**config.mk**
```make
export PLATFORM = sky130hd
export DESIGN_NAME = weight_fetch_ctrl
export DESIGN_NICKNAME = d
export VERILOG_FILES = /design/src/rtl/garuda_wbuf_pkg.sv /design/src/rtl/wfetch_beat_fifo.sv /design/src/rtl/weight_fetch_ctrl.sv
export SDC_FILE = /design/constraint.sdc
export NUM_CORES = 1
export LEC_CHECK = 0
export CORE_ASPECT_RATIO = 1.1
export CORE_MARGIN = 1.5
export CORE_UTILIZATION = 58
export DETAILED_ROUTE_END_ITERATION = 10
export PLACE_DENSITY = 0.86
export REMOVE_ABC_BUFFERS = 1
export SETUP_SLACK_MARGIN = 0.4
export SLEW_MARGIN = 20
export SYNTH_ARGS = -nofsm -noshare
export SYNTH_HDL_FRONTEND = slang
export SYNTH_HIERARCHICAL = 1
export SYNTH_SLANG_ARGS = --single-unit
```
**constraint.sdc**
```tcl
create_clock -name clk_i -period 14.2 [get_ports clk_i]
set_input_delay 2.84 -clock clk_i [delete_from_list [all_inputs] [get_ports clk_i]]
set_output_delay 2.84 -clock clk_i [all_outputs]
set_load 0.05 [all_outputs]
```
**src/rtl/garuda_wbuf_pkg.sv**
```systemverilog
// Shared definitions for the Garuda weight buffer and its fetch sequencer.
package garuda_wbuf_pkg;

    localparam int WBUF_NUM_BANKS       = 4;
    localparam int WBUF_DATA_WIDTH      = 32;
    localparam int WBUF_BANK_ADDR_WIDTH = 13;

    typedef enum logic [1:0] {
        WF_IDLE,
        WF_FETCH,
        WF_DRAIN,
        WF_DONE
    } wfetch_state_e;

endpackage

```
**src/rtl/wfetch_beat_fifo.sv**
```systemverilog
// Small synchronous FIFO holding fetched beats; head is visible combinationally.
module wfetch_beat_fifo #(
    parameter int DEPTH = 4,
    parameter int WIDTH = 32,
    localparam int PTR_W = (DEPTH > 1) ? $clog2(DEPTH) : 1,
    localparam int CNT_W = $clog2(DEPTH) + 1
) (
    input  logic             clk_i,
    input  logic             rst_i,
    input  logic             flush_i,
    input  logic             push_i,
    input  logic [WIDTH-1:0] push_data_i,
    input  logic             pop_i,
    output logic [WIDTH-1:0] head_o,
    output logic             full_o,
    output logic             empty_o,
    output logic [CNT_W-1:0] count_o
);

    logic [WIDTH-1:0] mem [DEPTH];
    logic [PTR_W-1:0] wr_ptr_q;
    logic [PTR_W-1:0] rd_ptr_q;
    logic [CNT_W-1:0] count_q;
    logic             do_push;
    logic             do_pop;

    assign empty_o = (count_q == '0);
    assign full_o  = (count_q == CNT_W'(DEPTH));
    assign count_o = count_q;
    assign head_o  = mem[rd_ptr_q];

    // A push into a full FIFO is accepted only when the head leaves in the same cycle.
    assign do_pop  = pop_i && !empty_o;
    assign do_push = push_i && (!full_o || do_pop);

    always_ff @(posedge clk_i) begin
        if (rst_i || flush_i) begin
            wr_ptr_q <= '0;
            rd_ptr_q <= '0;
            count_q  <= '0;
        end else begin
            if (do_push) wr_ptr_q <= wr_ptr_q + PTR_W'(1);
            if (do_pop)  rd_ptr_q <= rd_ptr_q + PTR_W'(1);
            count_q <= count_q + CNT_W'(do_push) - CNT_W'(do_pop);
        end
    end

    always_ff @(posedge clk_i) begin
        if (do_push) mem[wr_ptr_q] <= push_data_i;
    end

endmodule

```
**src/rtl/weight_fetch_ctrl.sv**
```systemverilog
// Weight fetch sequencer: reads one word from every bank per beat and streams
// the beats to the consumer through a small FIFO.
module weight_fetch_ctrl
    import garuda_wbuf_pkg::*;
#(
    parameter int BANK_ADDR_WIDTH = WBUF_BANK_ADDR_WIDTH,
    parameter int DATA_WIDTH      = WBUF_DATA_WIDTH,
    parameter int NUM_BANKS       = WBUF_NUM_BANKS,
    parameter int LEN_WIDTH       = 14,
    parameter int FIFO_DEPTH      = 4,
    localparam int BANK_SEL_W     = $clog2(NUM_BANKS),
    localparam int RD_ADDR_W      = BANK_ADDR_WIDTH + BANK_SEL_W
) (
    input  logic                                    clk_i,
    input  logic                                    rst_i,
    input  logic                                    start_i,
    input  logic [BANK_ADDR_WIDTH-1:0]              base_off_i,
    input  logic [LEN_WIDTH-1:0]                    num_beats_i,
    input  logic                                    abort_i,
    output logic                                    busy_o,
    output logic                                    done_o,
    output logic                                    err_o,
    output logic [NUM_BANKS-1:0]                    rd_en_o,
    output logic [NUM_BANKS-1:0][RD_ADDR_W-1:0]     rd_addr_o,
    input  logic [NUM_BANKS-1:0][DATA_WIDTH-1:0]    rd_data_i,
    input  logic [NUM_BANKS-1:0]                    rd_valid_i,
    output logic                                    w_valid_o,
    input  logic                                    w_ready_i,
    output logic [NUM_BANKS-1:0][DATA_WIDTH-1:0]    w_data_o
);

    localparam int CNT_W = $clog2(FIFO_DEPTH) + 1;
    localparam int SUM_W = ((LEN_WIDTH > BANK_ADDR_WIDTH) ? LEN_WIDTH : BANK_ADDR_WIDTH) + 1;

    wfetch_state_e              state_q;
    logic [BANK_ADDR_WIDTH-1:0] cur_off_q;
    logic [LEN_WIDTH-1:0]       remaining_q;
    logic                       err_q;

    logic                       fifo_full;
    logic                       fifo_empty;
    logic [CNT_W-1:0]           fifo_count;
    logic                       in_job;
    logic                       pop;
    logic                       rd_issue;
    logic                       rd_ok;
    logic                       push;
    logic                       flush;
    logic [SUM_W-1:0]           end_off;
    logic                       range_err;

    assign in_job    = (state_q == WF_FETCH) || (state_q == WF_DRAIN);
    assign w_valid_o = !fifo_empty && !rst_i;
    assign pop       = w_valid_o && w_ready_i;
    assign rd_issue  = (state_q == WF_FETCH) && !abort_i && !rst_i && (!fifo_full || pop);
    assign rd_ok     = &rd_valid_i;
    assign push      = rd_issue && rd_ok;
    assign flush     = abort_i && in_job;

    assign end_off   = SUM_W'(base_off_i) + SUM_W'(num_beats_i);
    assign range_err = end_off > (SUM_W'(1) << BANK_ADDR_WIDTH);

    assign rd_en_o = {NUM_BANKS{rd_issue}};
    assign busy_o  = in_job && !rst_i;
    assign done_o  = (state_q == WF_DONE) && !rst_i;
    assign err_o   = err_q && !rst_i;

    // Each port carries its own bank number in the upper address bits.
    for (genvar b = 0; b < NUM_BANKS; b++) begin : g_addr
        assign rd_addr_o[b] = {BANK_SEL_W'(b), cur_off_q};
    end

    wfetch_beat_fifo #(
        .DEPTH (FIFO_DEPTH),
        .WIDTH (NUM_BANKS * DATA_WIDTH)
    ) u_beat_fifo (
        .clk_i       (clk_i),
        .rst_i       (rst_i),
        .flush_i     (flush),
        .push_i      (push),
        .push_data_i (rd_data_i),
        .pop_i       (pop),
        .head_o      (w_data_o),
        .full_o      (fifo_full),
        .empty_o     (fifo_empty),
        .count_o     (fifo_count)
    );

    always_ff @(posedge clk_i) begin
        if (rst_i) begin
            state_q     <= WF_IDLE;
            cur_off_q   <= '0;
            remaining_q <= '0;
            err_q       <= 1'b0;
        end else begin
            unique case (state_q)
                WF_IDLE: begin
                    if (start_i && !abort_i) begin
                        err_q       <= 1'b0;
                        cur_off_q   <= base_off_i;
                        remaining_q <= num_beats_i;
                        if (num_beats_i == '0) begin
                            state_q <= WF_DONE;
                        end else if (range_err) begin
                            err_q   <= 1'b1;
                            state_q <= WF_DONE;
                        end else begin
                            state_q <= WF_FETCH;
                        end
                    end
                end
                WF_FETCH: begin
                    if (abort_i) begin
                        state_q <= WF_IDLE;
                    end else if (rd_issue) begin
                        if (!rd_ok) begin
                            err_q   <= 1'b1;
                            state_q <= WF_DRAIN;
                        end else begin
                            cur_off_q   <= cur_off_q + BANK_ADDR_WIDTH'(1);
                            remaining_q <= remaining_q - LEN_WIDTH'(1);
                            if (remaining_q == LEN_WIDTH'(1)) state_q <= WF_DRAIN;
                        end
                    end
                end
                WF_DRAIN: begin
                    if (abort_i) begin
                        state_q <= WF_IDLE;
                    end else if (fifo_count == '0) begin
                        state_q <= WF_DONE;
                    end
                end
                WF_DONE: state_q <= WF_IDLE;
                default: state_q <= WF_IDLE;
            endcase
        end
    end

endmodule

```
==> results_dict.tcl <==
set metrics [dict create \
    wl_per_cell_microns 27.74 \
    hold_end "u_beat_fifo/wr_ptr_q[0]" \
    p_total_mw 3.685 \
    viasPerCell 6.173 \
    slew_viol_final 0 \
    grt_max_degree 77 \
    cts_buffer_depth 3 \
    row_count 74 \
    first_global_vias 12610 \
    synth_top_area_share 0.6996 \
    min_path_cells 2 \
    start_util 0.5905 \
    crit_fanout 6 \
    synthTopCellsByArea "edfxtp_1, mux4_2, dfxtp_1, buf_4, ha_1" \
    cts_tree "built" \
    fin_nets 1635 \
    clock_skew_ns 0.01908 \
    fp.coreArea_sq_mm 0.03722 \
    root_buffer "clkbuf_16" \
    grt_first_pass_wirelength_microns 80700 \
    crit_path_end_kind "primary output" \
    die_w_microns 188.6 \
    r2r_slack_ns 9.57 \
    ctsHoldBuffers 0 \
    ys_ff_latch 551 \
    synth_area_sq_mm 0.02198 \
    cts_buffers 50 \
    cts_setup_buffers 0 \
    powerDensity_mw_per_mm2 135.5 \
    yosysWarnings 6 \
    avgSynthCellArea_sq_um 19.66 \
    grtUsageTotal 0.2826 \
    clk_latency_ns 0.57 \
    die_area_sq_mm 0.03907 \
    final_cell_mix "edfxtp_1, clkdlybuf4s50_1, mux4_2, clkbuf_16, nor2_1" \
    reg2reg_from "state_q[1]" \
    maxCapViolations 0 \
    syn_to_final_growth_pct 23.77 \
    routed_wirelength_microns 54940 \
    yosysUniqueCellTypes 65 \
    drc 0 \
    die_h_microns 207.2 \
    stdcell_count 1980 \
    fin_util 0.7308 \
    slowest_delay_ns 0.95 \
    cp-start-kind "primary input" \
    portBuffers 351 \
    grt-ovfl-total 0 \
    cts.htree.levels 2 \
    tightest_slew_ns 1.123 \
    fin_setup_tns_ns 0 \
    cp_cell_sequence "clkdlybuf4s50_1, nand2b_1, a211oi_1, clkdlybuf4s50_1" \
    arrival_ns 5.23 \
    cts_resized 0 \
    postRouteAntennaNets 0 \
    hold_viol 0 \
    gp_congestion 0.8600 \
    final_area_sq_mm 0.02720 \
    synth_edf_count 512 \
    min_from "u_beat_fifo/wr_ptr_q[0]" \
    min_period_ns 8.072 \
    async_reset_ff_frac 0 \
    dp.final_hpwl_microns 31570 \
    cts.sinks 551 \
    path_delay_family "buffers and inverters" \
    fmax_mhz 123.9 \
    initialDrtViolationCount 1104 \
    min_period_over_period 0.5685 \
    cp_slowest_cell "clkdlybuf4s50_1" \
    rsz0062_at_grt "false" \
    dp_cells 1885 \
    drive_gt1_frac 0.1579 \
    rr_worst_depth 8 \
    ir_drop_uv 101.8 \
    vias 12220 \
    grt_antenna_before_repair 10 \
    run_status "finished, final reports clean" \
    cp.required_ns 11.36 \
    synth_ff_type "edfxtp_1" \
    p_leak_nw 8.605 \
    cp_common_cell "clkdlybuf4s50_1" \
    r2r-end "u_beat_fifo/mem[0][60]" \
    dpl_cell_area_sq_mm 0.02558 \
    synth_top_area_cell "edfxtp_1" \
    syn_inst 1118 \
    ys_seq_area_frac 0.7351 \
    path_buf_inv 2 \
    dr.pass1.iters 7 \
    crit_type "primary input to primary output" \
    finalSetupViolCount 0 \
    final_common_cell "edfxtp_1" \
    cts.clk_slew.worst_paths_ns 0.06 \
    ios 360 \
    max_slew_margin 0.2515 \
    hold_path_class "flop to flop" \
]
[kinds of logic (layout without fill, tap and decap cells)]
family	Yosys count	in the layout	synth area share
flops	551	551	0.7351
compound gates	120	120	0.03934
simple gates	160	160	0.03769
fa+ha+maj	28	28	0.01662
xor+xnor	8	8	0.003188
buf+inv	115	473	0.03376
other cells	2	12	0.0003417
mux	134	134	0.1340
[registers in the layout, indices dropped and copies added (netlist names), named ones only]
| register | flops |
|---|---|
| u_beat_fifo/count_o | 3 |
| u_beat_fifo/wr_ptr_q | 2 |
| state_q | 2 |
| cur_off_q | 13 |
| u_beat_fifo/mem | 512 |
| err_q | 1 |
| remaining_q | 14 |
| u_beat_fifo/rd_ptr_q | 2 |
[Yosys cell counts, types with 3 or more instances]
library cell  instances
buf_6                12
nor2b_1              11
nand3_1              11
nor4_1                8
o2bb2ai_1             3
o21ai_0              21
xor2_1                5
ha_1                 26
dfxtp_1              39
or4_1                 3
nand2b_1              6
a211oi_1             20
mux2i_1               5
a21oi_1              26
a22oi_1               3
buf_2                14
nor2_1               43
edfxtp_1            512
mux4_2              128
inv_1                18
and2_1                7
clkbuf_1             16
and3_1               11
xnor2_1               3
nor3_1               16
o22ai_1              10
buf_4                54
nand4_1               4
nand2_1              29
a311oi_1              6
[worst min-delay path, stage by stage (launching register included)]
cell     delay [ns]
dfxtp_1        0.34
nand2_1        0.07
mux2i_1        0.06
[power breakdown]
| part | total, mW | internal, mW | leakage, nW | switching, mW |
|---|---|---|---|---|
| combinational | 0.511 | 0.186 | 2.90 | 0.325 |
| sequential | 1.83 | 1.80 | 4.92 | 0.0323 |
| clock | 1.35 | 0.768 | 0.781 | 0.578 |
| total | 3.68 | 2.75 | 8.61 | 0.935 |
[per-layer routing]
metal / GRT usage / up-vias / part of all wire
met2: 0.4925 / 737 / 0.52
met5: 0 / - / 0.0012
met4: 0.1190 / 10 / 0.042
li1: - / 5173 / -
met1: 0.3323 / 6155 / 0.34
met3: 0.07353 / 148 / 0.097
[per-stage QoR]
stage	setup WS [ns]	hold WS, ns
6_report	6.128	0.5207
5_1_grt	5.969	0.5490
4_1_cts	6.101	0.5189
3_5_place_dp	6.132	0.5053
3_3_place_gp	6.128	0.4864
2_1_floorplan	3.773	0.4709
[final cells by class]
type,instances,area [sq um]
Antenna cell,4,10.01
Clock buffer,64,1325
Timing Repair Buffer,364,3611
Tap cell,494,618.1
Fill cell,2055,10020
Multi-Input combinational cell,458,5125
Inverter,18,67.56
Sequential cell,551,16160
Clock inverter,27,282.8
[worst max path at each step]
stage	startpoint	to	slack (ns)	depth (start not counted)
after floorplan	abort_i	rd_en_o[0]	3.77	2
after global placement	abort_i	rd_en_o[2]	6.13	4
after detailed placement	abort_i	rd_en_o[0]	6.13	4
after CTS	abort_i	rd_en_o[0]	6.10	4
after global routing	abort_i	rd_en_o[3]	5.97	4
final	abort_i	rd_en_o[2]	6.13	4
Power figures use the tool's default switching activity.
